$ cat src/rtl/classifier_host_ctrl_pkg.sv
// Shared types, constants and the one-hot class encoder for the classifier host controller.
package classifier_pkg;

    localparam int NUM_CLASSES = 10;
    localparam int IDX_W       = 4;
    localparam logic [IDX_W-1:0] IDX_ERR = 4'hF;

    typedef enum logic [1:0] {
        S_IDLE  = 2'd0,
        S_START = 2'd1,
        S_WAIT  = 2'd2,
        S_PUSH  = 2'd3
    } state_t;

    // Returns {err, idx}: idx of the single set bit, or {1, IDX_ERR} when zero or several bits are set.
    function automatic logic [IDX_W:0] onehot_to_idx(input logic [0:NUM_CLASSES-1] v);
        logic [IDX_W-1:0] idx;
        int               hits;
        idx  = IDX_ERR;
        hits = 0;
        for (int k = 0; k < NUM_CLASSES; k++) begin
            if (v[k]) begin
                hits++;
                idx = IDX_W'(k);
            end
        end
        if (hits == 1) return {1'b0, idx};
        return {1'b1, IDX_ERR};
    endfunction

endpackage

$ cat src/rtl/classifier_host_ctrl_if.sv
// Host-side and TOP-side signals of the classifier host controller.
// master = the controller itself, slave = the host plus TOP environment.
interface classifier_host_ctrl_if #(parameter int RUN_W = 8);
    import classifier_pkg::*;

    logic                      go;
    logic [RUN_W-1:0]          num_runs;
    logic                      busy;
    logic                      start;
    logic                      done;
    logic [0:NUM_CLASSES-1]    out_vec;
    logic                      res_valid;
    logic                      res_ready;
    logic [IDX_W-1:0]          res_idx;
    logic                      res_err;
    logic [7:0]                err_count;

    modport master (
        input  go, num_runs, done, out_vec, res_ready,
        output busy, start, res_valid, res_idx, res_err, err_count
    );

    modport slave (
        output go, num_runs, done, out_vec, res_ready,
        input  busy, start, res_valid, res_idx, res_err, err_count
    );

endinterface

$ cat src/rtl/classifier_host_ctrl_result_fifo.sv
// Show-ahead result FIFO with extra-MSB pointers; a pop frees room for a same-cycle push.
module result_fifo #(
    parameter int DEPTH = 4,
    parameter int W     = 5
) (
    input  logic         clk,
    input  logic         rst_n,
    input  logic         push,
    input  logic [W-1:0] din,
    input  logic         pop,
    output logic [W-1:0] dout,
    output logic         full,
    output logic         empty
);
    localparam int AW = $clog2(DEPTH);

    logic [AW:0]  wr_ptr;
    logic [AW:0]  rd_ptr;
    logic [W-1:0] mem [DEPTH];
    logic         do_pop;
    logic         do_push;

    assign empty   = (wr_ptr == rd_ptr);
    assign full    = (wr_ptr[AW] != rd_ptr[AW]) && (wr_ptr[AW-1:0] == rd_ptr[AW-1:0]);
    assign do_pop  = pop && !empty;
    assign do_push = push && (!full || do_pop);
    assign dout    = mem[rd_ptr[AW-1:0]];

    // Pointer and storage update; storage is cleared so the head reads zero out of reset.
    always_ff @(posedge clk or negedge rst_n) begin
        if (!rst_n) begin
            wr_ptr <= '0;
            rd_ptr <= '0;
            for (int i = 0; i < DEPTH; i++) mem[i] <= '0;
        end else begin
            if (do_push) begin
                mem[wr_ptr[AW-1:0]] <= din;
                wr_ptr              <= wr_ptr + 1'b1;
            end
            if (do_pop) rd_ptr <= rd_ptr + 1'b1;
        end
    end

endmodule

$ cat src/rtl/classifier_host_ctrl.sv
// Run sequencer for TOP: issues 2-cycle start pulses, waits for done (with timeout),
// encodes the one-hot result and queues {idx, err} in the result FIFO.
module classifier_host_ctrl
    import classifier_pkg::*;
#(
    parameter int FIFO_DEPTH = 4,
    parameter int TIMEOUT    = 1024,
    parameter int RUN_W      = 8
) (
    input  logic                    clk,
    input  logic                    rst_n,
    classifier_host_ctrl_if.master  bus
);
    localparam int TMO_W = $clog2(TIMEOUT);

    state_t                 state_q, state_d;
    logic                   start_cnt_q, start_cnt_d;
    logic [TMO_W-1:0]       tmo_q, tmo_d;
    logic [RUN_W-1:0]       runs_q, runs_d;
    logic [0:NUM_CLASSES-1] vec_q, vec_d;
    logic                   tflag_q, tflag_d;
    logic                   busy_q, busy_d;
    logic                   start_q, start_d;
    logic [7:0]             errc_q, errc_d;

    logic                   push;
    logic [IDX_W:0]         enc;
    logic                   entry_err;
    logic [IDX_W-1:0]       entry_idx;
    logic [IDX_W:0]         fifo_dout;
    logic                   fifo_full;
    logic                   fifo_empty;

    assign enc       = onehot_to_idx(vec_q);
    assign entry_err = tflag_q | enc[IDX_W];
    assign entry_idx = entry_err ? IDX_ERR : enc[IDX_W-1:0];

    result_fifo #(.DEPTH(FIFO_DEPTH), .W(IDX_W + 1)) u_fifo (
        .clk   (clk),
        .rst_n (rst_n),
        .push  (push),
        .din   ({entry_idx, entry_err}),
        .pop   (bus.res_ready),
        .dout  (fifo_dout),
        .full  (fifo_full),
        .empty (fifo_empty)
    );

    assign bus.busy      = busy_q;
    assign bus.start     = start_q;
    assign bus.res_valid = !fifo_empty;
    assign bus.res_idx   = fifo_dout[IDX_W:1];
    assign bus.res_err   = fifo_dout[0];
    assign bus.err_count = errc_q;

    // State and registered-output update.
    always_ff @(posedge clk or negedge rst_n) begin
        if (!rst_n) begin
            state_q     <= S_IDLE;
            start_cnt_q <= 1'b0;
            tmo_q       <= '0;
            runs_q      <= '0;
            vec_q       <= '0;
            tflag_q     <= 1'b0;
            busy_q      <= 1'b0;
            start_q     <= 1'b0;
            errc_q      <= '0;
        end else begin
            state_q     <= state_d;
            start_cnt_q <= start_cnt_d;
            tmo_q       <= tmo_d;
            runs_q      <= runs_d;
            vec_q       <= vec_d;
            tflag_q     <= tflag_d;
            busy_q      <= busy_d;
            start_q     <= start_d;
            errc_q      <= errc_d;
        end
    end

    // Next-state logic; start_d is high exactly while the next state is START.
    always_comb begin
        state_d     = state_q;
        start_cnt_d = start_cnt_q;
        tmo_d       = tmo_q;
        runs_d      = runs_q;
        vec_d       = vec_q;
        tflag_d     = tflag_q;
        busy_d      = busy_q;
        start_d     = 1'b0;
        errc_d      = errc_q;
        push        = 1'b0;
        case (state_q)
            S_IDLE: begin
                if (bus.go && bus.num_runs != '0) begin
                    runs_d      = RUN_W'(bus.num_runs);
                    busy_d      = 1'b1;
                    start_d     = 1'b1;
                    start_cnt_d = 1'b0;
                    state_d     = S_START;
                end
            end
            S_START: begin
                if (!start_cnt_q) begin
                    start_cnt_d = 1'b1;
                    start_d     = 1'b1;
                end else begin
                    tmo_d   = '0;
                    state_d = S_WAIT;
                end
            end
            S_WAIT: begin
                // tmo_q == 0 is TOP's mandatory idle cycle: done is not looked at yet.
                if (tmo_q != '0 && bus.done) begin
                    vec_d   = bus.out_vec;
                    tflag_d = 1'b0;
                    state_d = S_PUSH;
                end else if (tmo_q == TMO_W'(TIMEOUT - 1)) begin
                    tflag_d = 1'b1;
                    state_d = S_PUSH;
                end else begin
                    tmo_d = tmo_q + 1'b1;
                end
            end
            S_PUSH: begin
                // A full FIFO still has room when the host pops in the same cycle.
                if (!fifo_full || bus.res_ready) begin
                    push   = 1'b1;
                    runs_d = runs_q - 1'b1;
                    if (entry_err && errc_q != 8'hFF) errc_d = errc_q + 8'd1;
                    if (runs_q > RUN_W'(1)) begin
                        start_d     = 1'b1;
                        start_cnt_d = 1'b0;
                        state_d     = S_START;
                    end else begin
                        busy_d  = 1'b0;
                        state_d = S_IDLE;
                    end
                end
            end
            default: state_d = S_IDLE;
        endcase
    end

endmodule

$ cat src/flat_wrapper.sv
// flat-port wrapper written by rule: the top's interface ports become plain ports
module classifier_host_ctrl_flat import classifier_pkg::*;
#(
    parameter int FIFO_DEPTH = 4,
    parameter int TIMEOUT    = 1024,
    parameter int RUN_W      = 8
)
  (clk, rst_n, bus_go, bus_num_runs, bus_done, bus_out_vec, bus_res_ready, bus_busy, bus_start, bus_res_valid, bus_res_idx, bus_res_err, bus_err_count);
  classifier_host_ctrl_if #(.RUN_W(RUN_W)) bus_i ();
  input  logic clk;
  input  logic rst_n;
  input wire logic [$bits(bus_i.go)-1:0] bus_go;
  input wire logic [$bits(bus_i.num_runs)-1:0] bus_num_runs;
  input wire logic [$bits(bus_i.done)-1:0] bus_done;
  input wire logic [$bits(bus_i.out_vec)-1:0] bus_out_vec;
  input wire logic [$bits(bus_i.res_ready)-1:0] bus_res_ready;
  output wire logic [$bits(bus_i.busy)-1:0] bus_busy;
  output wire logic [$bits(bus_i.start)-1:0] bus_start;
  output wire logic [$bits(bus_i.res_valid)-1:0] bus_res_valid;
  output wire logic [$bits(bus_i.res_idx)-1:0] bus_res_idx;
  output wire logic [$bits(bus_i.res_err)-1:0] bus_res_err;
  output wire logic [$bits(bus_i.err_count)-1:0] bus_err_count;
  assign bus_i.go = bus_go;
  assign bus_i.num_runs = bus_num_runs;
  assign bus_i.done = bus_done;
  assign bus_i.out_vec = bus_out_vec;
  assign bus_i.res_ready = bus_res_ready;
  assign bus_busy = bus_i.busy;
  assign bus_start = bus_i.start;
  assign bus_res_valid = bus_i.res_valid;
  assign bus_res_idx = bus_i.res_idx;
  assign bus_res_err = bus_i.res_err;
  assign bus_err_count = bus_i.err_count;
  classifier_host_ctrl #(.FIFO_DEPTH(FIFO_DEPTH), .TIMEOUT(TIMEOUT), .RUN_W(RUN_W)) u_core (.clk(clk), .rst_n(rst_n), .bus(bus_i));
endmodule
$ cat config.mk
export PLATFORM = sky130hd
export DESIGN_NAME = classifier_host_ctrl_flat
export DESIGN_NICKNAME = d
export VERILOG_FILES = /design/src/rtl/classifier_host_ctrl_pkg.sv /design/src/rtl/classifier_host_ctrl_if.sv /design/src/rtl/classifier_host_ctrl_result_fifo.sv /design/src/rtl/classifier_host_ctrl.sv /design/src/flat_wrapper.sv
export SDC_FILE = /design/constraint.sdc
export NUM_CORES = 1
export LEC_CHECK = 0
export CAP_MARGIN = 30
export CELL_PAD_IN_SITES_DETAIL_PLACEMENT = 1
export CELL_PAD_IN_SITES_GLOBAL_PLACEMENT = 1
export CORE_UTILIZATION = 40
export DETAILED_ROUTE_END_ITERATION = 6
export PLACE_DENSITY = 0.8
export SLEW_MARGIN = 25
export SYNTH_ARGS = -nofsm -noshare
export SYNTH_HDL_FRONTEND = slang
export SYNTH_SLANG_ARGS = --single-unit
export TNS_END_PERCENT = 1
$ cat constraint.sdc
create_clock -name clk -period 13.01 [get_ports clk]
set_input_delay 2.602 -clock clk [delete_from_list [all_inputs] [get_ports clk]]
set_output_delay 2.602 -clock clk [all_outputs]
set_load 0.005 [all_outputs]
======== Word level (Yosys, flattened, before mapping) ========
Index checks and enable logic that the tools add are counted.
Widths: inputs -> output; s select.
storage, ports and cells
  register bits ........................... 68
  input bits .............................. 23
  word-level logic and storage cells ...... 140
operators by class
  reductions and logical operators ........ 26
  eq/ne operators ......................... 17
  bitwise operators ....................... 3
  add/subtract/negate cells ............... 14
  muxes and demuxes ....................... 61
  magnitude comparators ................... 4
operators with widths
  kind                   number
  $mux 32                9
  $add 32x2->32 const B  8
  $mux 4                 11
  $eq 32x2->1 const B    1
  $mux 10                3
  $mux 5                 5
  $bwmux 20              1
  $pmux 10 s2            1
  $mux 1                 17
  $mux 8                 2
  $pmux 8 s2             1
  $reduce_and 4->1       4
  $add 10x1->10 const B  1
  $bmux 5 s2             1
  $demux 5 s2            1
  $eq 10x10->1 const B   1
  $mux 2                 5
  $reduce_bool 10->1     1
  $add 8x1->8 const B    1
  $gt 8x1->1 const B     1
  $ne 2x1->1 const B     4
  $ne 8x8->1 const B     1
  $pmux 2 s4             1
  $reduce_bool 8->1      1
  24 further kinds       43

======== Depth between registers and ports, before layout ========
Gate-level depths: netlist of run 1.
  word-level depth ........................ 25
  depth in mapped cells ................... 31
  gate-level depth less buffers ........... 30

======== Modules after synthesis ========
Synthesis of run 1 repeated with hierarchy kept, for this count alone.
second synthesis, totals
  cells, all modules ...................... 433
  area total of the unflattened synthesis .. 4,499.3 um^2
by module, submodules not included
  module                area an instance (um^2)  cells an instance  times used  seq. area each (um^2)
  classifier_host_ctrl  3,012.9                  324                1           1,051.0
  result_fifo           1,486.4                  109                1           650.6

======== Least setup slack after synthesis of run 1 ========
OpenSTA, ideal clock, no wires.
  path type ............................... register to register
  start ................................... register u_core.vec_q[1] (netlist bit)
  end ..................................... register u_core.errc_q[1] (netlist: u_core.bus.err_count[1])
  stages on the path, launching flop included .. 31
  buffers on the path ..................... 0
  arrival time ............................ 5.459 ns
  required time ........................... 12.882 ns
  path slack .............................. 7.423 ns
  period minus slack after synthesis ...... 5.587 ns
  cells stage by stage .................... dfrtp_1 > inv_1 > ha_1 > nor2b_1 > or2_2 > ha_1 > mux2_2 > ha_1 > nor2_1 > nor3_1 > ha_1 > nand2_1 > o41ai_1 > ha_1 > nor2_1 > nor2_1 > ha_1 > nand2_1 > o21ai_0 > o31a_1 > ha_1 > mux2_2 > ha_1 > nand2_1 > mux2i_1 > a22oi_1 > o21ai_0 > o211ai_1 > nor3_4 > nor2_1 > mux2_1
between the ends
  longest elaborated chain between the ends .. 23
RTL lines
  element                                line                            source
  start, declared                        classifier_host_ctrl.sv:20      logic [0:NUM_CLASSES-1] vec_q, vec_d;
  start signal, assigned                 classifier_host_ctrl.sv:73      vec_q <= vec_d;
  $mux 32 (*)                            classifier_host_ctrl_pkg.sv:22  if (v[k]) begin
  $add 32x2->32                          classifier_host_ctrl_pkg.sv:23  hits++;
  $mux 32 (*)                            classifier_host_ctrl_pkg.sv:22
  $add 32x2->32                          classifier_host_ctrl_pkg.sv:23
  $mux 32 (*)                            classifier_host_ctrl_pkg.sv:22
  $add 32x2->32                          classifier_host_ctrl_pkg.sv:23
  $mux 32 (*)                            classifier_host_ctrl_pkg.sv:22
  $add 32x2->32                          classifier_host_ctrl_pkg.sv:23
  [7 not listed]                         -
  $add 32x2->32                          classifier_host_ctrl_pkg.sv:23
  $mux 32 (*)                            classifier_host_ctrl_pkg.sv:22
  $eq 32x2->1 (*)                        classifier_host_ctrl_pkg.sv:27  if (hits == 1) return {1'b0, idx};
  $mux 1 (*)                             classifier_host_ctrl_pkg.sv:27
  $mux 5 (*)                             classifier_host_ctrl_pkg.sv:28  return {1'b1, IDX_ERR};
  $or 1x1->1 (*)                         classifier_host_ctrl.sv:35      assign entry_err = tflag_q | enc[IDX_W];
  $logic_and 1x1->1 (*)                  classifier_host_ctrl.sv:130     if (entry_err && errc_q != 8'hFF) errc_d = errc_q + 8'd1;
  $reduce_and 3->1 (no source line) (*)  -
  end signal, assigned                   classifier_host_ctrl.sv:77      errc_q <= errc_d;
  end, declared                          classifier_host_ctrl.sv:24      logic [7:0] errc_q, errc_d;
Every way passes the cells marked *; elsewhere a longest branch is shown, timed or not.
A chain may end at the register's enable or synchronous reset.

======== Final worst setup path of run 1 ========
  start ................................... register u_core.vec_q[1] (netlist bit)
  end ..................................... register u_core.u_fifo.mem[6] (netlist bit)
between the ends
  longest elaborated chain between the ends .. 23
  elaborated cells between the ends (all ways) .. 33
  classes of those cells .................. add/sub: 8; eq/ne: 1; mux: 23; bitwise: 1
RTL lines
  element                        line                                    source
  $mux 32                        classifier_host_ctrl_pkg.sv:22
  $add 32x2->32                  classifier_host_ctrl_pkg.sv:23
  $mux 32                        classifier_host_ctrl_pkg.sv:22
  $add 32x2->32                  classifier_host_ctrl_pkg.sv:23
  $mux 32                        classifier_host_ctrl_pkg.sv:22
  $add 32x2->32                  classifier_host_ctrl_pkg.sv:23
  $mux 32                        classifier_host_ctrl_pkg.sv:22
  $add 32x2->32                  classifier_host_ctrl_pkg.sv:23
  [7 not listed]                 -
  $add 32x2->32                  classifier_host_ctrl_pkg.sv:23
  $mux 32                        classifier_host_ctrl_pkg.sv:22
  $eq 32x2->1                    classifier_host_ctrl_pkg.sv:27
  $mux 1                         classifier_host_ctrl_pkg.sv:27
  $mux 5 (*)                     classifier_host_ctrl_pkg.sv:28
  $or 1x1->1                     classifier_host_ctrl.sv:35
  $mux 4 (*)                     classifier_host_ctrl.sv:36              assign entry_idx = entry_err ? IDX_ERR : enc[IDX_W-1:0];
  $bwmux 20 (*)                  classifier_host_ctrl_result_fifo.sv:37  mem[wr_ptr[AW-1:0]] <= din;
  end signal, assigned by index  classifier_host_ctrl_result_fifo.sv:37
  end, declared                  classifier_host_ctrl_result_fifo.sv:19  logic [W-1:0] mem [DEPTH];
Every way passes the cells marked *; elsewhere a longest branch is shown, timed or not. The select of a mux whose other input is x is not followed.

==> key figures, run 1 <==
Status
  • Status: finished, final reports clean

Yosys
  • Sequential share of the synthesized area: 39.06%
  • Yosys reg bits: 68
  • Cell area after synthesis: 4357 um^2
  • Top_reg_cell synth: dfrtp_1
  • Syn nets: 496
  • EDFF count, synth: 0
  • Ys async rst share: 100.0%
  • Warning count from the yosys run: 0
  • Cell variety after synth: 61
  • Synth Area per Inst: 9.725 um^2
  • Syn Inst Count: 448

Setup path
  • Slowest-stage cell, CP: nor3_4
  • Worst endpoint required time: 13.25 ns
  • Max incr delay on CP: 0.53 ns
  • Crit Path Max Fanout: 15
  • FF-to-FF setup slack: 6.31 ns
  • Critical setup path kind: reg -> reg
  • Crit end category: register
  • Reg2Reg Launch Point: u_core.vec_q[1]$_DFFE_PN0P_
  • CP Depth: 29
  • CP endpoint: u_core.u_fifo.mem[6]$_DFFE_PN0P_
  • Crit start category: register
  • Most Frequent Cell on Critical Path: ha_1
  • FF-to-FF path depth: 29
  • Worst R2R End: u_core.u_fifo.mem[6]$_DFFE_PN0P_
  • Arr. time, crit path: 6.94 ns
  • CP bufs+invs: 1
  • CP top delay family: adder cells
  • CP startpoint: u_core.vec_q[1]$_DFFE_PN0P_

Die
  • Die area: 11310 um^2
  • Io pins: 39
  • DIE WIDTH: 106.4 um
  • Starting density of the core: 41.64%
  • Core ar.: 10460 um^2
  • Die H: 106.4 um
  • Core Rows: 37

Global routing
  • Vias in the first global route: 3657
  • Grt ovf: 0
  • Largest net degree at the start of global routing: 69
  • First-pass GRT wire length: 18.15 mm
  • Total GRT Usage: 20.46%
  • Initial antenna violation count: 0

Timing
  • Final Max Tran Viols: 0
  • Final Skew: 0.01445 ns
  • Period utilization: 51.47%
  • WHS: 0.4956 ns
  • RSZ-0062 raised after global routing: no
  • Final Setup Violations: 0
  • Fin. Hold Viols: 0
  • F_max: 149.3 MHz
  • Worst slew margin: 51.44%
  • Slew of the pin with the lowest slew margin: 0.7269 ns
  • Setup TNS: 0 ns
  • Post-route minimum period: 6.696 ns

Cells and area
  • Multi-input gate area: 2510 um^2
  • Nets: 530
  • Most frequent cells in the layout: 68 x dfrtp_1, 58 x nand2_1, 37 x clkdlybuf4s50_1
  • # diodes: 0
  • FF/Latch Area: 1702 um^2
  • Layout cell share with drive strength beyond 1: 11.70%
  • Non-filler cells, final: 623
  • Syn-to-layout area delta: 16.48%
  • Commonest non-fill, non-tap cell in the layout: dfrtp_1
  • Layout fillers: 1200

Clock tree
  • Postcts setup bufs: 0
  • CTS sink cnt: 68
  • Clock latency on the worst-skew pair: 0.36 ns
  • CTS H-tree lvls: 3
  • Root Driver: clkbuf_8
  • Clock-pin slew on the worst setup and hold paths: 0.09 ns
  • Clock Path Buffers: 2
  • Cts repair resizes: 0
  • TritonCTS clock tree: done
  • CTS Hold Buffers Added: 0
  • TritonCTS buffer count: 9

Detailed routing
  • Vias/cell: 5.607
  • Total wire length: 10.57 mm
  • Met2 wire len: 5.299 mm
  • ANT nets after route: 0
  • Met1 Wirelength: 4.898 mm
  • 1st-pass router iterations: 4
  • Routed length per instance: 16.97 um
  • 1st-iter DRT viols: 94
  • Residual DRC count: 0
  • Highest metal layer with signal wires: met4
  • Met3 routed WL: 239 um
  • Vias: 3493

Placement
  • Gpl congestion: 0.8192
  • Placed Cells: 605
  • Buffers on Ports: 38
  • Post-DP HPWL: 7.515 mm

Worst hold path
  • Hold Crit Class: reg -> reg

Job
  • Max Cap Viol: 0
worst reg2reg max path, delay by kind of cell, from the launching register on:
family	cells	cell delay [ns]
fa+ha+maj	8	2.27
simple gates	9	1.58
compound gates	7	1.18
mux	4	1.06
flops	1	0.41
buf+inv	1	0.10
synthesized netlist by cell type, drive strengths merged, types with 5 or more instances:
cell type / number / area share, %
a21oi: 16 / 1.8
a31oi: 6 / 1.2
and3: 6 / 0.86
clkbuf: 15 / 1.3
dfrtp: 68 / 39
ha: 25 / 7.2
inv: 18 / 1.6
mux2: 20 / 5.2
mux2i: 6 / 1.4
mux4: 6 / 3.2
nand2: 58 / 5.0
nand3: 17 / 2.0
nand4: 6 / 0.86
nor2: 26 / 2.3
nor2b: 5 / 0.72
nor3: 13 / 2.1
nor4: 7 / 1.0
o21ai: 39 / 4.5
o22ai: 7 / 1.0
xnor2: 17 / 3.8
xor2: 16 / 3.2
final cells by class:
class	count	area share, %
timing repair buffer	41	8.235
inverter	18	1.331
clock buffer	9	2.441
multi-input combinational	344	49.46
tap	136	3.353
clock inverter	7	1.652
sequential	68	33.53
cells by family after synthesis:
| logic type | Yosys count | synth area share, % |
|---|---|---|
| adder cells (fa/ha/maj) | 25 | 7.180 |
| AO/OA/AOI/OAI | 94 | 13.53 |
| flip-flops | 68 | 39.06 |
| buffers and inverters | 36 | 3.331 |
| AND/OR/NAND/NOR | 156 | 17.95 |
| multiplexers | 32 | 9.736 |
| XOR/XNOR | 37 | 9.218 |
stage by stage:
stage,setup WS (ns),area [um^2],util [%]
finish,6.314,5075,48.51
floorplan,7.423,4357,-
global route,5.724,5075,48.51
detailed placement,6.349,4832,46.19
global placement,6.838,4832,46.19
CTS,6.269,5040,48.17
layer usage:
metal	vias to the layer above	track usage [%]
met4	0	5.556
met1	1772	25.87
met5	-	0
li1	1672	-
met3	9	4.108
met2	40	35.39
worst min-delay path by stage:
stage                                             start                             endpoint  cells past startpoint
finish              u_core.u_fifo.rd_ptr[2]$_DFFE_PN0P_  u_core.u_fifo.rd_ptr[2]$_DFFE_PN0P_                      1
global route        u_core.bus.err_count[5]$_DFFE_PN0P_  u_core.bus.err_count[5]$_DFFE_PN0P_                      1
CTS                 u_core.bus.err_count[5]$_DFFE_PN0P_  u_core.bus.err_count[5]$_DFFE_PN0P_                      1
detailed placement  u_core.bus.err_count[5]$_DFFE_PN0P_  u_core.bus.err_count[5]$_DFFE_PN0P_                      1
global placement       u_core.u_fifo.mem[4]$_DFFE_PN0P_     u_core.u_fifo.mem[4]$_DFFE_PN0P_                      2
floorplan              u_core.u_fifo.mem[5]$_DFFE_PN0P_     u_core.u_fifo.mem[5]$_DFFE_PN0P_                      2
registers in the layout, indices dropped and copies added (netlist names), 2 cells and up:
name / flops
u_core.u_fifo.mem: 20
u_core.bus.err_count: 8
u_core.tmo_q: 10
u_core.vec_q: 10
u_core.u_fifo.rd_ptr: 3
u_core.runs_q: 8
u_core.state_q: 2
u_core.u_fifo.wr_ptr: 3
Power of run 1 is left out: the tool's default activity adds up to more than one toggle a clock period on the data nets, which glitch-free logic cannot reach.
==> inputs of run 2 (changes only) <==
Clock period 13.01 ns to 6.8 ns, I/O delays scaled along.
==> key figures, run 2 (same netlist as run 1, synthesis figures left out) <==
Cells and area
  • # diodes: 0 (unchanged)
  • Max reg flops: 20 (unchanged)
  • Most frequent cells in the layout: 68 x dfrtp_1, 58 x nand2_1, 37 x clkdlybuf4s50_1 (unchanged)
  • Regs by FF count: u_core.u_fifo.mem (20), u_core.tmo_q (10), u_core.vec_q (10) (unchanged)
  • Commonest non-fill, non-tap cell in the layout: dfrtp_1 (unchanged)
  • Layout cell share with drive strength beyond 1: 12.63% (was 11.70%)
  • Nets: 536 (was 530)
  • Most flops, register: u_core.u_fifo.mem (unchanged)
  • Syn-to-layout area delta: 17.49% (was 16.48%)

Global routing
  • Total GRT Usage: 20.02% (was 20.46%)
  • Initial antenna violation count: 0 (unchanged)
  • Vias in the first global route: 3696 (was 3657)
  • Largest net degree at the start of global routing: 69 (unchanged)
  • First-pass GRT wire length: 17.81 mm (was 18.15 mm)
  • Grt ovf: 0 (unchanged)

Clock tree
  • Root Driver: clkbuf_8 (unchanged)
  • TritonCTS buffer count: 9 (unchanged)
  • Clock Path Buffers: 2 (unchanged)
  • Clock latency on the worst-skew pair: 0.35 ns (was 0.36 ns)
  • TritonCTS clock tree: done (unchanged)
  • Clock-pin slew on the worst setup and hold paths: 0.07 ns (was 0.09 ns)
  • CTS H-tree lvls: 3 (unchanged)
  • CTS sink cnt: 68 (unchanged)

Timing
  • PnR worst setup slack: 0.2285 ns (was 6.314 ns)
  • Final Setup Violations: 0 (unchanged)
  • Final Skew: 0.008766 ns (was 0.01445 ns)
  • Final Max Tran Viols: 0 (unchanged)
  • Fin. Hold Viols: 0 (unchanged)
  • Slew of the pin with the lowest slew margin: 0.7408 ns (was 0.7269 ns)
  • Period utilization: 96.64% (was 51.47%)
  • Post-route minimum period: 6.572 ns (was 6.696 ns)
  • RSZ-0062 raised after global routing: yes (was no)
  • F_max: 152.2 MHz (was 149.3 MHz)
  • Worst slew margin: 50.51% (was 51.44%)
  • WHS: 0.4790 ns (was 0.4956 ns)

Die
  • Die H: 106.4 um (unchanged)
  • DIE WIDTH: 106.4 um (unchanged)
  • Die area: 11310 um^2 (unchanged)
  • Core Rows: 37 (unchanged)
  • Io pins: 39 (unchanged)
  • Starting density of the core: 41.64% (unchanged)
  • Core ar.: 10460 um^2 (unchanged)

Placement
  • Worst slack, placed: 0.2275 ns (was 6.349 ns)
  • Post-DP HPWL: 7.442 mm (was 7.515 mm)
  • Gpl congestion: 0.8077 (was 0.8192)
  • Buffers on Ports: 38 (unchanged)

Setup path
  • Crit start category: register (unchanged)
  • Critical setup path kind: reg -> reg (unchanged)
  • Crit end category: register (unchanged)
  • Worst endpoint required time: 7.08 ns (was 13.25 ns)
  • Slowest-stage cell, CP: dfrtp_1 (was nor3_4)
  • Max incr delay on CP: 0.40 ns (was 0.53 ns)
  • CP bufs+invs: 3 (was 1)
  • Crit Path Max Fanout: 9 (was 15)
  • Most Frequent Cell on Critical Path: ha_1 (unchanged)
  • CP top delay family: adder cells (unchanged)
  • Arr. time, crit path: 6.85 ns (was 6.94 ns)

Status
  • Status: finished, final reports clean (unchanged)

Detailed routing
  • 1st-iter DRT viols: 81 (was 94)
  • Vias/cell: 5.601 (was 5.607)
  • Vias: 3512 (was 3493)
  • Residual DRC count: 0 (unchanged)
  • Routed length per instance: 17.27 um (was 16.97 um)
  • ANT nets after route: 0 (unchanged)
  • 1st-pass router iterations: 4 (unchanged)
  • Total wire length: 10.83 mm (was 10.57 mm)

Worst hold path
  • Hold Crit Class: reg -> reg (unchanged)

Job
  • Max Cap Viol: 0 (unchanged)
run 2: final timing paths:
path	start	end	slack, ns	cells after the start
worst max-delay path	u_core.vec_q[1]$_DFFE_PN0P_	u_core.bus.err_count[4]$_DFFE_PN0P_	0.23	32
worst min-delay path	u_core.u_fifo.mem[3]$_DFFE_PN0P_	u_core.u_fifo.mem[3]$_DFFE_PN0P_	0.48	2
worst max register to register	u_core.vec_q[1]$_DFFE_PN0P_	u_core.bus.err_count[4]$_DFFE_PN0P_	0.23	32
worst min register to register	u_core.u_fifo.mem[3]$_DFFE_PN0P_	u_core.u_fifo.mem[3]$_DFFE_PN0P_	0.48	2
max in group asynchronous	rst_n	u_core.runs_q[0]$_DFFE_PN0P_	5.30	3
min in group asynchronous	rst_n	u_core.bus.err_count[7]$_DFFE_PN0P_	0.95	2
run 2: worst min-delay path, delay by kind of cell (launching register included):
| kind | cells | cell delay, ns |
|---|---|---|
| AO/OA/AOI/OAI | 1 | 0.06 |
| AND/OR/NAND/NOR | 1 | 0.05 |
| flip-flops | 1 | 0.34 |
run 2: timing repair:
action | CTS | global route
endpoints found under the setup margin | 0 | 24
hold buffers | 0 | 0
hold endpoints to repair | 0 | 0
gates resized for setup | 0 | 3
buffers inserted | 0 | 6
run 2: layout make-up:
cell class	instances	area, um^2
Fill cell	1207	5344
Multi-Input combinational cell	344	2526
Sequential cell	68	1702
Timing Repair Buffer	47	462.9
Tap cell	136	170.2
Clock buffer	12	155.1
Inverter	18	67.56
Clock inverter	2	35.03
run 2: per-layer routing:
metal	vias up	GRT usage [%]	wire length, um	part of all wire (%)
met5	-	0	0	0
li1	1681	-	-	-
met3	16	3.985	325	3.0
met4	0	7.540	232	2.1
met1	1759	24.00	4649	43
met2	56	35.20	5620	52
run 2: stage by stage:
stage,area (um^2),cells,util [%],TNS (ns)
finish,5119,627,48.92,0
global placement,4832,605,46.19,0
global route,5119,627,48.92,-0.2529
CTS,5022,619,48.00,0
floorplan,4357,448,-,0
detailed placement,4832,605,46.19,0
Power of run 2 is left out for the same reason.
==> inputs of run 3 (changes only) <==
Settings changed: CELL_PAD_IN_SITES_DETAIL_PLACEMENT 1 to 0, CELL_PAD_IN_SITES_GLOBAL_PLACEMENT 1 to 2, CORE_UTILIZATION 40 to 34, PLACE_DENSITY 0.8 to 0.85, SLEW_MARGIN 25 to 5.
Clock period 6.8 ns to 5.7 ns, I/O delays scaled along.
==> key figures, run 3 (same netlist as run 1, synthesis figures left out) <==
Setup path
  • Worst endpoint required time: 5.91 ns (was 7.08 ns)
  • Most Frequent Cell on Critical Path: buf_4 (was ha_1)
  • Arr. time, crit path: 5.88 ns (was 6.85 ns)
  • Critical setup path kind: reg -> reg (unchanged)
  • FF-to-FF path depth: 30 (was 32)
  • Max incr delay on CP: 0.40 ns (about the same)
  • Slowest-stage cell, CP: dfrtp_1 (unchanged)
  • CP startpoint: u_core.vec_q[1]$_DFFE_PN0P_ (unchanged)
  • Crit end category: register (unchanged)
  • Crit start category: register (unchanged)
  • FF-to-FF setup slack: 0.03 ns (was 0.23 ns)
  • Crit Path Max Fanout: 4 (was 9)
  • CP endpoint: u_core.u_fifo.mem[6]$_DFFE_PN0P_ (was u_core.bus.err_count[4]$_DFFE_PN0P_)
  • Worst R2R End: u_core.u_fifo.mem[6]$_DFFE_PN0P_ (was u_core.bus.err_count[4]$_DFFE_PN0P_)
  • Reg2Reg Launch Point: u_core.vec_q[1]$_DFFE_PN0P_ (unchanged)

Detailed routing
  • Met1 Wirelength: 4.562 mm (was 4.649 mm)
  • Met3 routed WL: 269 um (was 325 um)
  • Routed length per instance: 14.52 um (was 17.27 um)
  • ANT nets after route: 0 (unchanged)
  • Met2 wire len: 4.961 mm (was 5.620 mm)
  • Total wire length: 10.02 mm (was 10.83 mm)
  • Vias/cell: 5.120 (was 5.601)
  • 1st-iter DRT viols: 114 (was 81)
  • 1st-pass router iterations: 5 (was 4)
  • Residual DRC count: 0 (unchanged)
  • Vias: 3533 (was 3512)
  • Highest metal layer with signal wires: met4 (unchanged)

Clock tree
  • Clock latency on the worst-skew pair: 0.33 ns (was 0.35 ns)
  • TritonCTS clock tree: done (unchanged)
  • CTS Hold Buffers Added: 0 (unchanged)
  • Root Driver: clkbuf_16 (was clkbuf_8)
  • CTS H-tree lvls: 3 (unchanged)
  • TritonCTS buffer count: 9 (unchanged)
  • CTS sink cnt: 68 (unchanged)
  • Clock-pin slew on the worst setup and hold paths: 0.05 ns (was 0.07 ns)
  • Clock Path Buffers: 2 (unchanged)

Placement
  • Post-DP HPWL: 6.904 mm (was 7.442 mm)
  • Placed Cells: 656 (was 605)
  • Buffers on Ports: 38 (unchanged)
  • Gpl congestion: 0.7806 (was 0.8077)
  • Dpl cell area: 5015 um^2 (was 4832 um^2)

Die
  • DIE WIDTH: 115.2 um (was 106.4 um)
  • Core Rows: 40 (was 37)
  • Starting density of the core: 35.53% (was 41.64%)
  • Die area: 13270 um^2 (was 11310 um^2)
  • Io pins: 39 (unchanged)
  • Core ar.: 12260 um^2 (was 10460 um^2)
  • Die H: 115.2 um (was 106.4 um)

Cells and area
  • Syn-to-layout area delta: 30.16% (was 17.49%)
  • # diodes: 0 (unchanged)
  • Commonest non-fill, non-tap cell in the layout: dfrtp_1 (unchanged)
  • Most flops, register: u_core.u_fifo.mem (unchanged)
  • FF/Latch Area: 1702 um^2 (unchanged)
  • Multi-input gate area: 2688 um^2 (was 2526 um^2)
  • Regs by FF count: u_core.u_fifo.mem (20), u_core.tmo_q (10), u_core.vec_q (10) (unchanged)
  • Cell area after layout: 5670 um^2 (was 5119 um^2)
  • Non-filler cells, final: 690 (was 627)
  • Max reg flops: 20 (unchanged)
  • Layout cell share with drive strength beyond 1: 21.26% (was 12.63%)
  • Most frequent cells in the layout: 68 x dfrtp_1, 57 x nand2_1, 37 x clkdlybuf4s50_1 (was 68 x dfrtp_1, 58 x nand2_1, 37 x clkdlybuf4s50_1)
  • Layout fillers: 1149 (was 1207)
  • Nets: 566 (was 536)

Timing
  • Final Skew: 0.005517 ns (was 0.008766 ns)
  • RSZ-0062 raised after global routing: yes (unchanged)
  • Worst slew margin: 33.28% (was 50.51%)
  • Slew of the pin with the lowest slew margin: 0.9971 ns (was 0.7408 ns)
  • WHS: 0.4756 ns (was 0.4790 ns)
  • Final Max Tran Viols: 0 (unchanged)
  • Final Setup Violations: 0 (unchanged)
  • Fin. Hold Viols: 0 (unchanged)
  • Period utilization: 99.47% (was 96.64%)
  • Post-route minimum period: 5.670 ns (was 6.572 ns)
  • F_max: 176.4 MHz (was 152.2 MHz)

Status
  • Status: finished, final reports clean (unchanged)

Worst hold path
  • Hold Crit Class: reg -> reg (unchanged)

Global routing
  • Grt ovf: 0 (unchanged)
  • First-pass GRT wire length: 17.11 mm (was 17.81 mm)
  • Vias in the first global route: 3566 (was 3696)
  • Initial antenna violation count: 0 (unchanged)
  • Total GRT Usage: 16.60% (was 20.02%)
  • Largest net degree at the start of global routing: 69 (unchanged)

Job
  • Max Cap Viol: 0 (unchanged)
[run 3: cell count changes in the layout (fill, tap and decap cells not counted), moves of 2 or more]
cell       delta
xor2_2        +2
o21ai_1      +10
clkbuf_8      -8
ha_1          -5
buf_6         +3
xor2_1        -2
buf_4        +27
o21ai_0      -10
clkbuf_16     +9
mux2_4        +3
ha_4          +4
mux2_2        -3
nor2b_1       -2
[run 3: worst min-delay path by stage]
stage / end / slack, ns / start / depth (start not counted)
after floorplan: u_core.u_fifo.mem[5]$_DFFE_PN0P_ / 0.44 / u_core.u_fifo.mem[5]$_DFFE_PN0P_ / 2
final: u_core.u_fifo.mem[9]$_DFFE_PN0P_ / 0.48 / u_core.u_fifo.mem[9]$_DFFE_PN0P_ / 2
after global placement: u_core.u_fifo.mem[14]$_DFFE_PN0P_ / 0.46 / u_core.u_fifo.mem[14]$_DFFE_PN0P_ / 2
after CTS: u_core.u_fifo.mem[9]$_DFFE_PN0P_ / 0.48 / u_core.u_fifo.mem[9]$_DFFE_PN0P_ / 2
after detailed placement: u_core.u_fifo.mem[9]$_DFFE_PN0P_ / 0.47 / u_core.u_fifo.mem[9]$_DFFE_PN0P_ / 2
after global routing: u_core.bus.err_count[5]$_DFFE_PN0P_ / 0.50 / u_core.bus.err_count[5]$_DFFE_PN0P_ / 1
[run 3: metrics by stage]
stage / utilization, % / worst slack, ns / setup TNS, ns
final: 46.24 / 0.03036 / 0
after global routing: 46.24 / -0.2514 / -4.413
after CTS: 45.03 / 0.05232 / 0
after detailed placement: 40.90 / -0.08328 / -0.3025
after global placement: 40.90 / 0.06439 / 0
after floorplan: - / 0.1131 / 0
[run 3: worst max-delay path: cells and delay by family (launching register included)]
| kind | cells | cell delay, ns |
|---|---|---|
| buf+inv | 12 | 1.52 |
| fa+ha+maj | 4 | 1.03 |
| simple gates | 6 | 0.94 |
| mux | 3 | 0.73 |
| compound gates | 4 | 0.70 |
| flops | 1 | 0.40 |
| xor+xnor | 1 | 0.24 |
[run 3: layout make-up]
| type | instances | share of cell area [%] |
|---|---|---|
| clock buffers | 14 | 4.832 |
| inverters | 18 | 1.192 |
| well taps | 168 | 3.707 |
| flip-flops and latches | 68 | 30.01 |
| repair buffers | 77 | 12.33 |
| multi-input cells | 344 | 47.40 |
| clock inverters | 1 | 0.5296 |
[run 3: layer usage]
layer / vias to the layer above / GRT usage, %
li1: 1748 / -
met1: 1716 / 20.61
met2: 53 / 27.99
met3: 16 / 3.637
met4: 0 / 6.753
met5: - / 0
[run 3: what timing repair did]
action,4_1_cts,5_1_grt
setup endpoints to repair,17,28
gates resized for setup,15,30
pin swaps,10,25
buffers inserted,16,2
gates cloned,0,0
Power of run 3 is left out for the same reason.
